## config.mk

```make
export PLATFORM = sky130hd
export DESIGN_NAME = uart_send
export DESIGN_NICKNAME = d
export VERILOG_FILES = /design/src/rtl/uart_pkg.sv /design/src/rtl/uart_send_baud_gen.sv /design/src/rtl/uart_send.sv
export SDC_FILE = /design/constraint.sdc
export NUM_CORES = 1
export LEC_CHECK = 0
export CELL_PAD_IN_SITES_DETAIL_PLACEMENT = 1
export CELL_PAD_IN_SITES_GLOBAL_PLACEMENT = 2
export CORE_AREA = 2 2 66 68
export CTS_CLUSTER_SIZE = 8
export DETAILED_ROUTE_END_ITERATION = 6
export DIE_AREA = 0 0 68 70
export PLACE_DENSITY_LB_ADDON = 0.1
export SETUP_SLACK_MARGIN = 0.4
export SKIP_CTS_REPAIR_TIMING = 1
export SYNTH_ARGS = -nofsm -noshare
export SYNTH_HDL_FRONTEND = slang
export SYNTH_SLANG_ARGS = --single-unit
```

## constraint.sdc

```tcl
create_clock -name sys_clk -period 2.1 [get_ports sys_clk]
set_clock_uncertainty 0.1 [all_clocks]
set_input_delay 0.21 -clock sys_clk [delete_from_list [all_inputs] [get_ports sys_clk]]
set_output_delay 0.21 -clock sys_clk [all_outputs]
set_load 0.005 [all_outputs]
```

## src/rtl/uart_pkg.sv

```systemverilog
// Shared constants and FSM state type for the UART transmitter.
// UART_PARITY_EN adds the PARITY state to the encoding.
package uart_pkg;

  localparam int CLK_FREQ_DEF = 50_000_000;
  localparam int UART_BPS_DEF = 115200;
  localparam int DATA_BITS    = 8;

  typedef enum logic [2:0] {
    S_IDLE   = 3'd0,
    S_START  = 3'd1,
    S_DATA   = 3'd2,
`ifdef UART_PARITY_EN
    S_PARITY = 3'd3,
`endif
    S_STOP   = 3'd4
  } uart_state_e;

endpackage

```

## src/rtl/uart_send_baud_gen.sv

```systemverilog
// Bit-period counter: counts while enabled, clears on clr or on its own tick,
// and emits a one-cycle tick at count BPS_CNT-1.
module uart_baud_gen #(
  parameter int BPS_CNT = 434
) (
  input  logic sys_clk,
  input  logic sys_rst,
  input  logic en,
  input  logic clr,
  output logic tick
);

  localparam int            CW   = (BPS_CNT > 1) ? $clog2(BPS_CNT) : 1;
  localparam logic [CW-1:0] LAST = CW'(BPS_CNT - 1);

  logic [CW-1:0] cnt;

  always_ff @(posedge sys_clk) begin
    if (sys_rst || clr || !en || tick) cnt <= '0;
    else                               cnt <= cnt + CW'(1);
  end

  assign tick = en && (cnt == LAST);

endmodule

```

## src/rtl/uart_send.sv

```systemverilog
// UART transmitter: 8N1 frames (8E1 when UART_PARITY_EN is defined), LSB first.
// Handshake: a byte is accepted on any rising edge with uart_en=1 and uart_tx_busy=0; uart_en while busy is dropped.
module uart_send
  import uart_pkg::*;
#(
  parameter int CLK_FREQ = CLK_FREQ_DEF,
  parameter int UART_BPS = UART_BPS_DEF
) (
  input  logic                 sys_clk,
  input  logic                 sys_rst,
  input  logic                 uart_en,
  input  logic [DATA_BITS-1:0] uart_din,
  output logic                 uart_tx_busy,
  output logic                 uart_tx_done,
  output logic                 uart_txd,
  output uart_state_e          dbg_state
);

  localparam int BPS_CNT = CLK_FREQ / UART_BPS;

  uart_state_e          state, state_nxt;
  logic [DATA_BITS-1:0] shift_reg;
  logic [2:0]           bit_idx;
  logic                 tick;
  logic                 accept;
`ifdef UART_PARITY_EN
  logic                 parity_bit;
`endif

  assign accept    = uart_en && (state == S_IDLE);
  assign dbg_state = state;

  uart_baud_gen #(.BPS_CNT(BPS_CNT)) u_baud (
    .sys_clk (sys_clk),
    .sys_rst (sys_rst),
    .en      (state != S_IDLE),
    .clr     (accept),
    .tick    (tick)
  );

  always_ff @(posedge sys_clk) begin
    if (sys_rst) state <= S_IDLE;
    else         state <= state_nxt;
  end

  // Data path: latch on accept, shift one bit out per DATA bit period.
  always_ff @(posedge sys_clk) begin
    if (sys_rst) begin
      shift_reg  <= '0;
      bit_idx    <= '0;
`ifdef UART_PARITY_EN
      parity_bit <= 1'b0;
`endif
    end else if (accept) begin
      shift_reg  <= uart_din;
      bit_idx    <= '0;
`ifdef UART_PARITY_EN
      parity_bit <= ^uart_din;
`endif
    end else if (tick && (state == S_DATA)) begin
      shift_reg  <= shift_reg >> 1;
      bit_idx    <= bit_idx + 3'd1;
    end
  end

  always_comb begin
    state_nxt = state;
    case (state)
      S_IDLE:   if (accept) state_nxt = S_START;
      S_START:  if (tick)   state_nxt = S_DATA;
`ifdef UART_PARITY_EN
      S_DATA:   if (tick && (bit_idx == 3'd7)) state_nxt = S_PARITY;
      S_PARITY: if (tick)   state_nxt = S_STOP;
`else
      S_DATA:   if (tick && (bit_idx == 3'd7)) state_nxt = S_STOP;
`endif
      S_STOP:   if (tick)   state_nxt = S_IDLE;
      default:              state_nxt = S_IDLE;
    endcase
  end

  always_comb begin
    uart_txd     = 1'b1;
    uart_tx_busy = 1'b0;
    uart_tx_done = 1'b0;
    case (state)
      S_START: begin
        uart_txd     = 1'b0;
        uart_tx_busy = 1'b1;
      end
      S_DATA: begin
        uart_txd     = shift_reg[0];
        uart_tx_busy = 1'b1;
      end
`ifdef UART_PARITY_EN
      S_PARITY: begin
        uart_txd     = parity_bit;
        uart_tx_busy = 1'b1;
      end
`endif
      S_STOP: begin
        uart_tx_busy = 1'b1;
        uart_tx_done = tick;
      end
      default: ;
    endcase
  end

endmodule
```

Word-level counts from Yosys, hierarchy flattened
Index checks and enable logic that the tools add are counted.
{"block": "word_totals", "reg_bits": 23, "in_bits": 11, "out_inout_bits": 6, "elab_cells": 39}
{"block": "classes", "n_addsub": 2, "eq_ne": 9, "n_mux": 10, "reduce_logical": 14}
{"operator": "2-to-1 mux 8 bit", "n": 2}
{"operator": "2-to-1 mux 3 bit", "n": 4}
{"operator": "one-hot mux 3 bit (4 select lines)", "n": 1}
{"operator": "adder 9 x 1 -> 9 bit, second input constant", "n": 1}
{"operator": "== test 9 bit, second input constant", "n": 1}
{"operator": "== test 3 bit, second input constant", "n": 2}
{"operator": "logical AND 1 bit", "n": 4}
{"operator": "!= test 2 x 1 -> 1 bit, second input constant", "n": 2}
{"operator": "!= test 2 bit, second input constant", "n": 2}
{"operator": "AND reduction 4 bit", "n": 1}
{"operator": "adder 3 x 1 -> 3 bit, second input constant", "n": 1}
{"operator": "== test 3 x 1 -> 1 bit, second input constant", "n": 1}
{"operator": "== test 3 x 2 -> 1 bit, second input constant", "n": 1}
{"operator": "zero test 3 bit", "n": 1}
{"operator": "logical OR 1 bit", "n": 3}
{"operator": "nonzero test 3 bit", "n": 1}
{"operator": "OR reduction 3 bit", "n": 1}
{"operator": "2-to-1 mux 1 bit", "n": 2}
{"operator": "one-hot mux 1 bit (2 select lines)", "n": 1}
{"operator": "nonzero test 2 bit", "n": 1}
{"operator": "OR reduction 2 bit", "n": 1}
{"operator": "zero test 1 bit", "n": 1}

Depth between registers and ports, before layout
Gate-level depths: netlist (run 1).
{"block": "logic_depth", "word_depth": 5, "mapped_depth": 6, "ltp_nobuf": 5}

Cells and area by module
Synthesis (run 1) repeated with hierarchy kept, for this count alone.
{"block": "unflattened", "cells_unflattened": 136, "hier_area_um2": 1203.7}
{"mod": "uart_send", "instances": 1, "cells_each": 86, "area_per_inst_um2": 760.7, "seq_area_each_um2": 280.3}
{"mod": "uart_baud_gen", "instances": 1, "cells_each": 50, "area_per_inst_um2": 442.9, "seq_area_each_um2": 180.2}

Worst setup path before layout (run 1)
No wires, ideal clock.
{"block": "synth_timing", "kind": "flip-flop to flip-flop", "start": "reg state[1], in the netlist dbg_state[1]", "end": "reg shift_reg[0]", "setup_ns": 0.079, "arrival_time_ns": 1.468, "t_required_ns": 1.921, "slack_ns": 0.452, "stages_incl_launch_ff": 6, "path_buffers": 2, "synth_period_minus_slack_ns": 1.648, "path_cell_list": "dfxtp_1 or3b_1 buf_2 or3_1 buf_6 a211oi_2"}
{"block": "synth_via", "elab_chain_len": 4, "elab_cells_between_ends": 8, "cone_classes": "eq/ne (1); mux (1); reduce/logical (6)"}
{"element": "from (decl)", "line": "uart_send.sv:21", "rtl": "uart_state_e state, state_nxt;"}
{"element": "from (signal assigned)", "line": "uart_send.sv:43", "rtl": "else state <= state_nxt;"}
{"element": "nonzero test 3 bit", "line": "uart_send.sv:36", "rtl": ".en (state != S_IDLE),"}
{"element": "logical AND 1 bit", "line": "uart_send_baud_gen.sv:23", "rtl": "assign tick = en && (cnt == LAST);"}
{"element": "logical AND 1 bit", "line": "uart_send.sv:60", "rtl": "end else if (tick && (state == S_DATA)) begin"}
{"element": "nonzero test 2 bit (no line)"}
{"element": "to (signal assigned)", "line": "uart_send.sv:55", "rtl": "shift_reg <= uart_din;"}
{"element": "to (signal assigned)", "line": "uart_send.sv:61", "rtl": "shift_reg <= shift_reg >> 1;"}
{"element": "to (decl)", "line": "uart_send.sv:22", "rtl": "logic [DATA_BITS-1:0] shift_reg;"}
Several ways; a longest one is shown, not always the timed one.
A chain may end at the register's enable or synchronous reset.

Final worst setup path (run 1)
{"block": "layout_timing", "start": "reg u_baud.cnt[1]", "end": "reg shift_reg[5]"}
{"block": "layout_via", "elab_chain_len": 4}
{"element": "from (decl)", "line": "uart_send_baud_gen.sv:16", "rtl": "logic [CW-1:0] cnt;"}
{"element": "from (signal assigned)", "line": "uart_send_baud_gen.sv:20", "rtl": "else cnt <= cnt + CW'(1);"}
{"element": "== test 9 bit", "line": "uart_send_baud_gen.sv:23"}
{"element": "logical AND 1 bit", "line": "uart_send_baud_gen.sv:23"}
{"element": "logical AND 1 bit", "line": "uart_send.sv:60"}
{"element": "nonzero test 2 bit (no line)"}
No other way between the ends.

==> impl_metrics.csv, run 1 <==
group,metric,value,unit
status,status,"complete, no violations",
worst_setup_path,worstPathRequired,2.20,ns
worst_setup_path,start_kind,"flip-flop",
logic_synthesis,synth.avg_cell_area,8.75,um^2
pwr,p_leak,0.000601,uW
finish,drive_gt1_frac,0.250,
route,wl,3520,um
clocking,clk_path_buf_depth,2,
pwr,p_int,638,uW
grt,overflow,0,
die,start_util,0.306,
finish,layout_commonest_cell,"dfxtp_1",
clocking,cts_root_buf,"clkbuf_8",
die,core,4140,um^2
logic_synthesis,synth_area,1270,um^2
timing,fin_crit_sh,0.854,
finish,syn_to_final_growth,33.1,%
grt,grtUsageTotal,0.157,
worst_hold_path,hold_path_class,"flip-flop to flip-flop",
route,num_vias,1235,
timing,fmax,557,MHz
pwr,switching_share,0.249,
worst_setup_path,path_cells,"inv_2, ha_4, nand4b_1, buf_4, or3_4, a211oi_2",
finish,final_nets,188,
clocking,clkTransAtPathRegs,0.09,ns
timing,relSlewSlack,0.709,
route,antenna_left,0,
clocking,cts_tree,"done",
die,die_x,68,um
finish,largest_reg_flops,9,
grt,antenna_found_initial,0,
placement,dp_hpwl,2540,um
die,fp.dieArea,4760,um^2
logic_synthesis,synth_edf_count,0,
clocking,clk-insertion-delay-late,0.27,ns
worst_setup_path,max_stage_delay,0.40,ns
route,dr.pass1.iters,4,
timing,finalCriticalPeriod,1.79,ns
worst_setup_path,path_max_fanout,7,
route,dr.first_iter.drc_count,55,
finish,final_cell_area,1690,um^2
pwr,p_sw,212,uW
clocking,cts_made_buffers,3,
worst_setup_path,worst_ep_arrival_time,1.89,ns
route,routedWlPerCell,15.7,um
logic_synthesis,synth_top_area_cell,"dfxtp_1",
logic_synthesis,synthArstFlopShare,0,
grt,grt_pass1_wl,5740,um
logic_synthesis,syn_nets,160,
job,maxCapViolCount,0,
timing,setup_violations,0,
worst_setup_path,critPathKind,"flip-flop to flip-flop",
logic_synthesis,synth_seq_cells,23,
pwr,p_per_area,503,nW/um^2
logic_synthesis,syn_inst,145,
clocking,cts_num_sinks,23,
logic_synthesis,ys_warn_count,0,
pwr,ir_drop,0.244,mV
logic_synthesis,synth-seq-area-share,0.363,
placement,place_area,1530,um^2
pwr,sequentialPowerShare,0.544,
clocking,ctsHtreeMaxLevel,1,
logic_synthesis,ys_top_cells_by_area,"dfxtp_1, a211oi_2, or4b_1, ha_1, nor3_1",
die,die_y,70,um
route,drc,0,
finish,postLayoutCoreUtil,0.408,
grt,grt_pass1_vias,1239,
finish,layout_common_cells,"dfxtp_1, buf_4, clkdlybuf4s50_1",
worst_setup_path,slowest_stage,"or3_4",
die,rows,24,
finish,n_antenna_cell,0,
timing,hold_violations,0,
timing,rsz0062_at_grt,"yes",
logic_synthesis,synth_top_flop_cell,"dfxtp_1",
placement,place.gp.congestion,0.701,
grt,grt_max_degree,15,
pwr,combPwrFrac,0.120,
pwr,clkPwrFrac,0.337,
route,via_per_inst,5.51,
timing,tns,0,ns
logic_synthesis,synth_cell_type_count,40,
logic_synthesis,synth_top_cell_area_share,0.363,
timing,worst_pin_slew,0.436,ns
worst_setup_path,cp-end-kind,"flip-flop",
die,io_pins,17,
placement,place.port_buffers,16,
timing,drv_slew,0,
-- synthesized netlist by cell type (4+ instances only) --
master    count
nor2_1       11
or4b_1        6
o21ai_1       7
nand3_1       9
a211oi_2      7
nor4_1        4
clkbuf_1      6
ha_1          4
inv_1         4
dfxtp_1      23
nor3_1       10
o21ai_0       5
or3_1         6
nand2_1       5
-- cells by family after synthesis --
kind of cell               after synthesis  synth area share
AOI/OAI and AO/OA                       31             0.185
xor gates and xnor gates                 3            0.0207
and+or+nand+nor                         67             0.319
buffers and inverters                   14            0.0493
adders and majority gates                4            0.0394
DFF                                     23             0.363
muxes                                    3            0.0237
-- metal layers --
layer,wire length (um),track usage,vias up
met5,0,0,-
met4,61,0.0578,0
li1,-,-,598
met1,1550,0.188,615
met2,1820,0.269,15
met3,89,0.0338,7
-- power by group through the flow --
stage / Sequential [uW] / Clock (uW) / Combinational, uW
finish: 462 / 286 / 102
global route: 464 / 324 / 113
CTS: 463 / 296 / 97.9
detailed placement: 473 / 0 / 97.4
global placement: 473 / 0 / 93.8
floorplan: 468 / 0 / 53.4
-- area by class of cell --
type,count,area [um^2]
fill,480,2450
tap,52,65.1
inverter,4,15.0
multi-input combinational,108,792
timing repair buffer,33,299
sequential,23,472
clock inverter,1,5.00
clock buffer,3,41.3
-- stage by stage --
| step | power (uW) | hold slack (ns) | worst slack (ns) | instances |
|---|---|---|---|---|
| after global routing | 901 | 0.381 | 0.164 | 224 |
| after detailed placement | 570 | 0.393 | 0.0479 | 214 |
| after floorplan | 521 | 0.179 | 0.452 | 145 |
| final | 850 | 0.357 | 0.306 | 224 |
| after CTS | 857 | 0.407 | -0.147 | 218 |
| after global placement | 567 | 0.361 | 0.119 | 214 |
-- critical path: cells and delay by family, from the launching register on --
| kind | cells | cell delay [ns] |
|---|---|---|
| and+or+nand+nor | 2 | 0.65 |
| AOI/OAI and AO/OA | 1 | 0.23 |
| DFF | 1 | 0.33 |
| buffers and inverters | 2 | 0.29 |
| adders and majority gates | 1 | 0.13 |
-- worst paths after layout --
path,start,end,slack [ns],depth (start not counted)
worst max-delay path,u_baud.cnt[1],shift_reg[5],0.31,6
worst min register to register,u_baud.cnt[0],u_baud.cnt[0],0.36,1
worst max register to register,u_baud.cnt[1],shift_reg[5],0.31,6
worst min-delay path,u_baud.cnt[0],u_baud.cnt[0],0.36,1
No activity file was read; power rests on OpenSTA's default activity.
==> run 2: changes to the inputs <==
Settings changed: GPL_TIMING_DRIVEN set to 0.
==> impl_metrics.csv, run 2 (synthesized netlist as in run 1, its figures left out) <==
group,metric,value,unit
finish,layout_commonest_cell,"dfxtp_1",
placement,place.port_buffers,16,
grt,grt_max_degree,13,
clocking,clk_path_buf_depth,2,
timing,finalCriticalPeriod,1.74,ns
die,io_pins,17,
timing,worst_pin_slew,0.579,ns
route,num_vias,1222,
route,antenna_left,0,
placement,dp_hpwl,2500,um
finish,final_nets,191,
clocking,ctsHtreeMaxLevel,1,
die,die_y,70,um
finish,fillers,484,
finish,instances_no_fill,227,
worst_setup_path,worst_ep_arrival_time,1.43,ns
placement,placed_cells,213,
timing,rsz0062_at_grt,"yes",
grt,grt_pass1_vias,1181,
pwr,p_total,845,uW
worst_setup_path,start_kind,"flip-flop",
die,fp.dieArea,4760,um^2
job,maxCapViolCount,0,
timing,hold_violations,0,
grt,antenna_found_initial,0,
clocking,cts_made_buffers,3,
finish,multi_input_area,820,um^2
finish,layout_common_cells,"dfxtp_1, clkdlybuf4s50_1, nor2_1",
grt,grtUsageTotal,0.157,
worst_setup_path,cp-end-kind,"primary output",
clocking,cts_root_buf,"clkbuf_8",
worst_setup_path,critPathKind,"flip-flop to primary output",
finish,syn_to_final_growth,39.6,%
pwr,p_leak,0.000607,uW
status,status,"complete, no violations",
worst_setup_path,worstPathRequired,1.79,ns
route,dr.pass1.iters,2,
grt,grt_pass1_wl,5800,um
route,routedWlPerCell,16.1,um
finish,drive_gt1_frac,0.280,
timing,drv_slew,0,
worst_setup_path,path_max_fanout,7,
die,die_x,68,um
timing,setup_violations,0,
die,start_util,0.306,
clocking,clkTransAtPathRegs,0.08,ns
timing,relSlewSlack,0.612,
placement,place.gp.congestion,0.720,
timing,fin_crit_sh,0.829,
route,dr.first_iter.drc_count,48,
finish,n_antenna_cell,0,
clocking,cts_num_sinks,23,
grt,overflow,0,
worst_hold_path,hold_path_class,"flip-flop to flip-flop",
finish,seq_area,477,um^2
timing,fmax,574,MHz
die,core,4140,um^2
route,drc,0,
pwr,p_per_area,477,nW/um^2
die,rows,24,
clocking,cts_tree,"done",
route,via_per_inst,5.38,
finish,largest_reg_flops,9,
clocking,clk-insertion-delay-late,0.27,ns
pwr,ir_drop,0.220,mV
route,wl,3650,um
==> run 2: cell types whose count changed in the layout (fill, tap and decap cells not counted), moves of 2 or more <==
cell and change:
buf_4 -7, buf_6 +4, buf_2 +2, buf_8 +2, clkbuf_1 +2, dfxtp_1 -2
==> run 2: routing by layer <==
layer / wire, um / track usage / up-vias
li1: - / - / 604
met1: 1600 / 0.207 / 604
met2: 1930 / 0.263 / 10
met3: 81 / 0.0242 / 4
met4: 32 / 0.0400 / 0
met5: 0 / 0 / -
==> run 2: final timing paths <==
check	end	cells past startpoint	slack (ns)	from
hold / removal	u_baud.cnt[0]	1	0.40	u_baud.cnt[0]
hold reg to reg	u_baud.cnt[0]	1	0.40	u_baud.cnt[0]
setup reg to reg	shift_reg[2]	5	0.36	dbg_state[2]
setup / recovery	uart_tx_done	5	0.36	u_baud.cnt[0]
==> run 2: worst max-delay path: stages (launching register included) <==
cell	delay (ns)
dfxtp_2	0.39
ha_4	0.15
nand4b_1	0.18
buf_6	0.20
nor3_2	0.11
buf_2	0.13
==> run 2: final cells by class <==
type / count / area share
clock buffers: 4 / 0.0254
well taps: 52 / 0.0367
multi-input cells: 108 / 0.463
plain buffers: 10 / 0.0579
repair buffers: 26 / 0.140
inverters: 4 / 0.00847
flip-flops and latches: 23 / 0.269
==> run 2: report_power, final <==
part / total, uW / internal (uW) / leakage, uW / switching (uW)
logic: 103 / 55.6 / 0.000393 / 47.5
registers: 459 / 448 / 0.000192 / 11.1
clock network: 283 / 136 / 0.0000228 / 147
total: 845 / 639 / 0.000607 / 206
==> run 2: per-stage QoR <==
| step | hold slack (ns) | area, um^2 | setup TNS (ns) | utilization | setup slack (ns) |
|---|---|---|---|---|---|
| 6_report | 0.398 | 1770 | 0 | 0.428 | 0.359 |
| 5_1_grt | 0.422 | 1770 | 0 | 0.428 | 0.289 |
| 4_1_cts | 0.407 | 1540 | -0.612 | 0.371 | -0.261 |
| 3_5_place_dp | 0.395 | 1490 | 0 | 0.361 | 0.00774 |
| 3_3_place_gp | 0.362 | 1490 | 0 | 0.361 | 0.0364 |
| 2_1_floorplan | 0.179 | 1270 | 0 | - | 0.452 |
==> run 3: changes to the inputs <==
Settings changed: CORE_AREA 2 2 66 68 to 2 2 70 72, DIE_AREA 0 0 68 70 to 0 0 72 74.
Clock period 2.1 ns to 1.4 ns, I/O delays scaled along.
==> impl_metrics.csv, run 3 (synthesized netlist as in run 1, its figures left out) <==
group,metric,value,unit
timing,drv_slew,0,
finish,layout_commonest_cell,"dfxtp_1",
grt,overflow,0,
finish,syn_to_final_growth,52.5,%
pwr,p_per_area,674,nW/um^2
die,die_y,74,um
grt,grt_pass1_wl,6210,um
job,maxCapViolCount,0,
route,dr.first_iter.drc_count,52,
placement,place.gp.congestion,0.726,
worst_hold_path,hold_path_class,"flip-flop to flip-flop",
worst_setup_path,start_kind,"flip-flop",
pwr,p_leak,0.000658,uW
clocking,clk_path_buf_depth,2,
die,start_util,0.276,
placement,place.port_buffers,16,
timing,hold_violations,0,
pwr,p_total,1300,uW
die,die_x,72,um
grt,grtUsageTotal,0.151,
route,antenna_left,0,
clocking,cts_num_sinks,23,
timing,fin_crit_sh,1.24,
route,dr.pass1.iters,4,
worst_setup_path,cp-end-kind,"flip-flop",
timing,finalCriticalPeriod,1.73,ns
timing,fmax,577,MHz
status,status,"finished, violations left",
worst_setup_path,slowest_stage,"dfxtp_4",
finish,n_antenna_cell,0,
route,drc,0,
route,num_vias,1234,
finish,postLayoutCoreUtil,0.421,
clocking,clkTransAtPathRegs,0.09,ns
worst_setup_path,worstPathRequired,1.50,ns
timing,setup_ws,-0.333,ns
timing,rsz0062_at_grt,"yes",
die,io_pins,17,
worst_setup_path,max_stage_delay,0.39,ns
die,fp.dieArea,5330,um^2
grt,grt_max_degree,14,
route,via_per_inst,5.25,
finish,final_nets,197,
finish,largest_reg_flops,9,
placement,dp_hpwl,2660,um
grt,antenna_found_initial,0,
placement,placed_cells,215,
timing,setup_violations,27,
die,rows,25,
clocking,cts_tree,"done",
worst_setup_path,worst_ep_arrival_time,1.83,ns
grt,grt_pass1_vias,1211,
route,routedWlPerCell,16.4,um
clocking,cts_root_buf,"clkbuf_8",
die,core,4600,um^2
worst_setup_path,path_cells,"or3b_4, buf_6, or3_1, buf_6, a211oi_2",
timing,worst_pin_slew,0.590,ns
finish,layout_common_cells,"dfxtp_1, clkdlybuf4s50_1, nor2_1, buf_4",
finish,drive_gt1_frac,0.392,
clocking,clk-insertion-delay-late,0.27,ns
clocking,cts_made_buffers,3,
pwr,ir_drop,0.291,mV
finish,instances_no_fill,235,
clocking,ctsHtreeMaxLevel,1,
worst_setup_path,crit_top_cell,"buf_6",
status,violations,"negative setup slack",
route,wl,3860,um
worst_setup_path,critPathKind,"flip-flop to flip-flop",
worst_setup_path,path_max_fanout,7,
timing,tns,-5.96,ns
timing,relSlewSlack,0.605,
finish,fillers,518,
-- run 3: per-stage QoR --
stage	setup WS, ns	cell area [um^2]	hold WS, ns
after CTS	-0.824	1680	0.393
after global routing	-0.395	1930	0.395
final	-0.333	1930	0.375
after global placement	-0.613	1630	0.361
after floorplan	-0.218	1400	0.109
after detailed placement	-0.600	1630	0.378
-- run 3: where the power goes --
part | switching (uW) | leakage (uW) | internal (uW)
Clock | 227 | 0.0000255 | 199
Sequential | 19.5 | 0.000191 | 671
Combinational | 81.6 | 0.000441 | 105
Total | 328 | 0.000658 | 975
-- run 3: layer usage --
layer / global-route usage / wire, um / vias up
li1: - / - / 616
met2: 0.272 / 2090 / 7
met5: 0 / 0 / -
met3: 0.0217 / 77 / 2
met4: 0.0377 / 18 / 0
met1: 0.191 / 1670 / 609
-- run 3: cell type report --
| type | instances | area [um^2] | share of cell area |
|---|---|---|---|
| flip-flops and latches | 23 | 478 | 0.247 |
| plain buffers | 10 | 116 | 0.0602 |
| inverters | 4 | 17.5 | 0.00906 |
| multi-input cells | 108 | 903 | 0.467 |
| clock buffers | 3 | 41.3 | 0.0213 |
| clock inverters | 1 | 5.00 | 0.00259 |
| well taps | 54 | 67.6 | 0.0349 |
| repair buffers | 32 | 305 | 0.158 |
-- run 3: worst max-delay path: cells and delay by family (launching register included) --
family,cells,cell delay (ns)
AOI/OAI and AO/OA,1,0.18
and+or+nand+nor,2,0.71
DFF,1,0.39
buffers and inverters,2,0.30
-- run 3: path summary, 6_finish.rpt --
path,startpoint,endpoint,slack [ns],cells after the start
setup / recovery,dbg_state[1],shift_reg[6],-0.33,5
hold / removal,u_baud.cnt[0],u_baud.cnt[0],0.37,1
setup reg to reg,dbg_state[1],shift_reg[6],-0.33,5
hold reg to reg,u_baud.cnt[0],u_baud.cnt[0],0.37,1
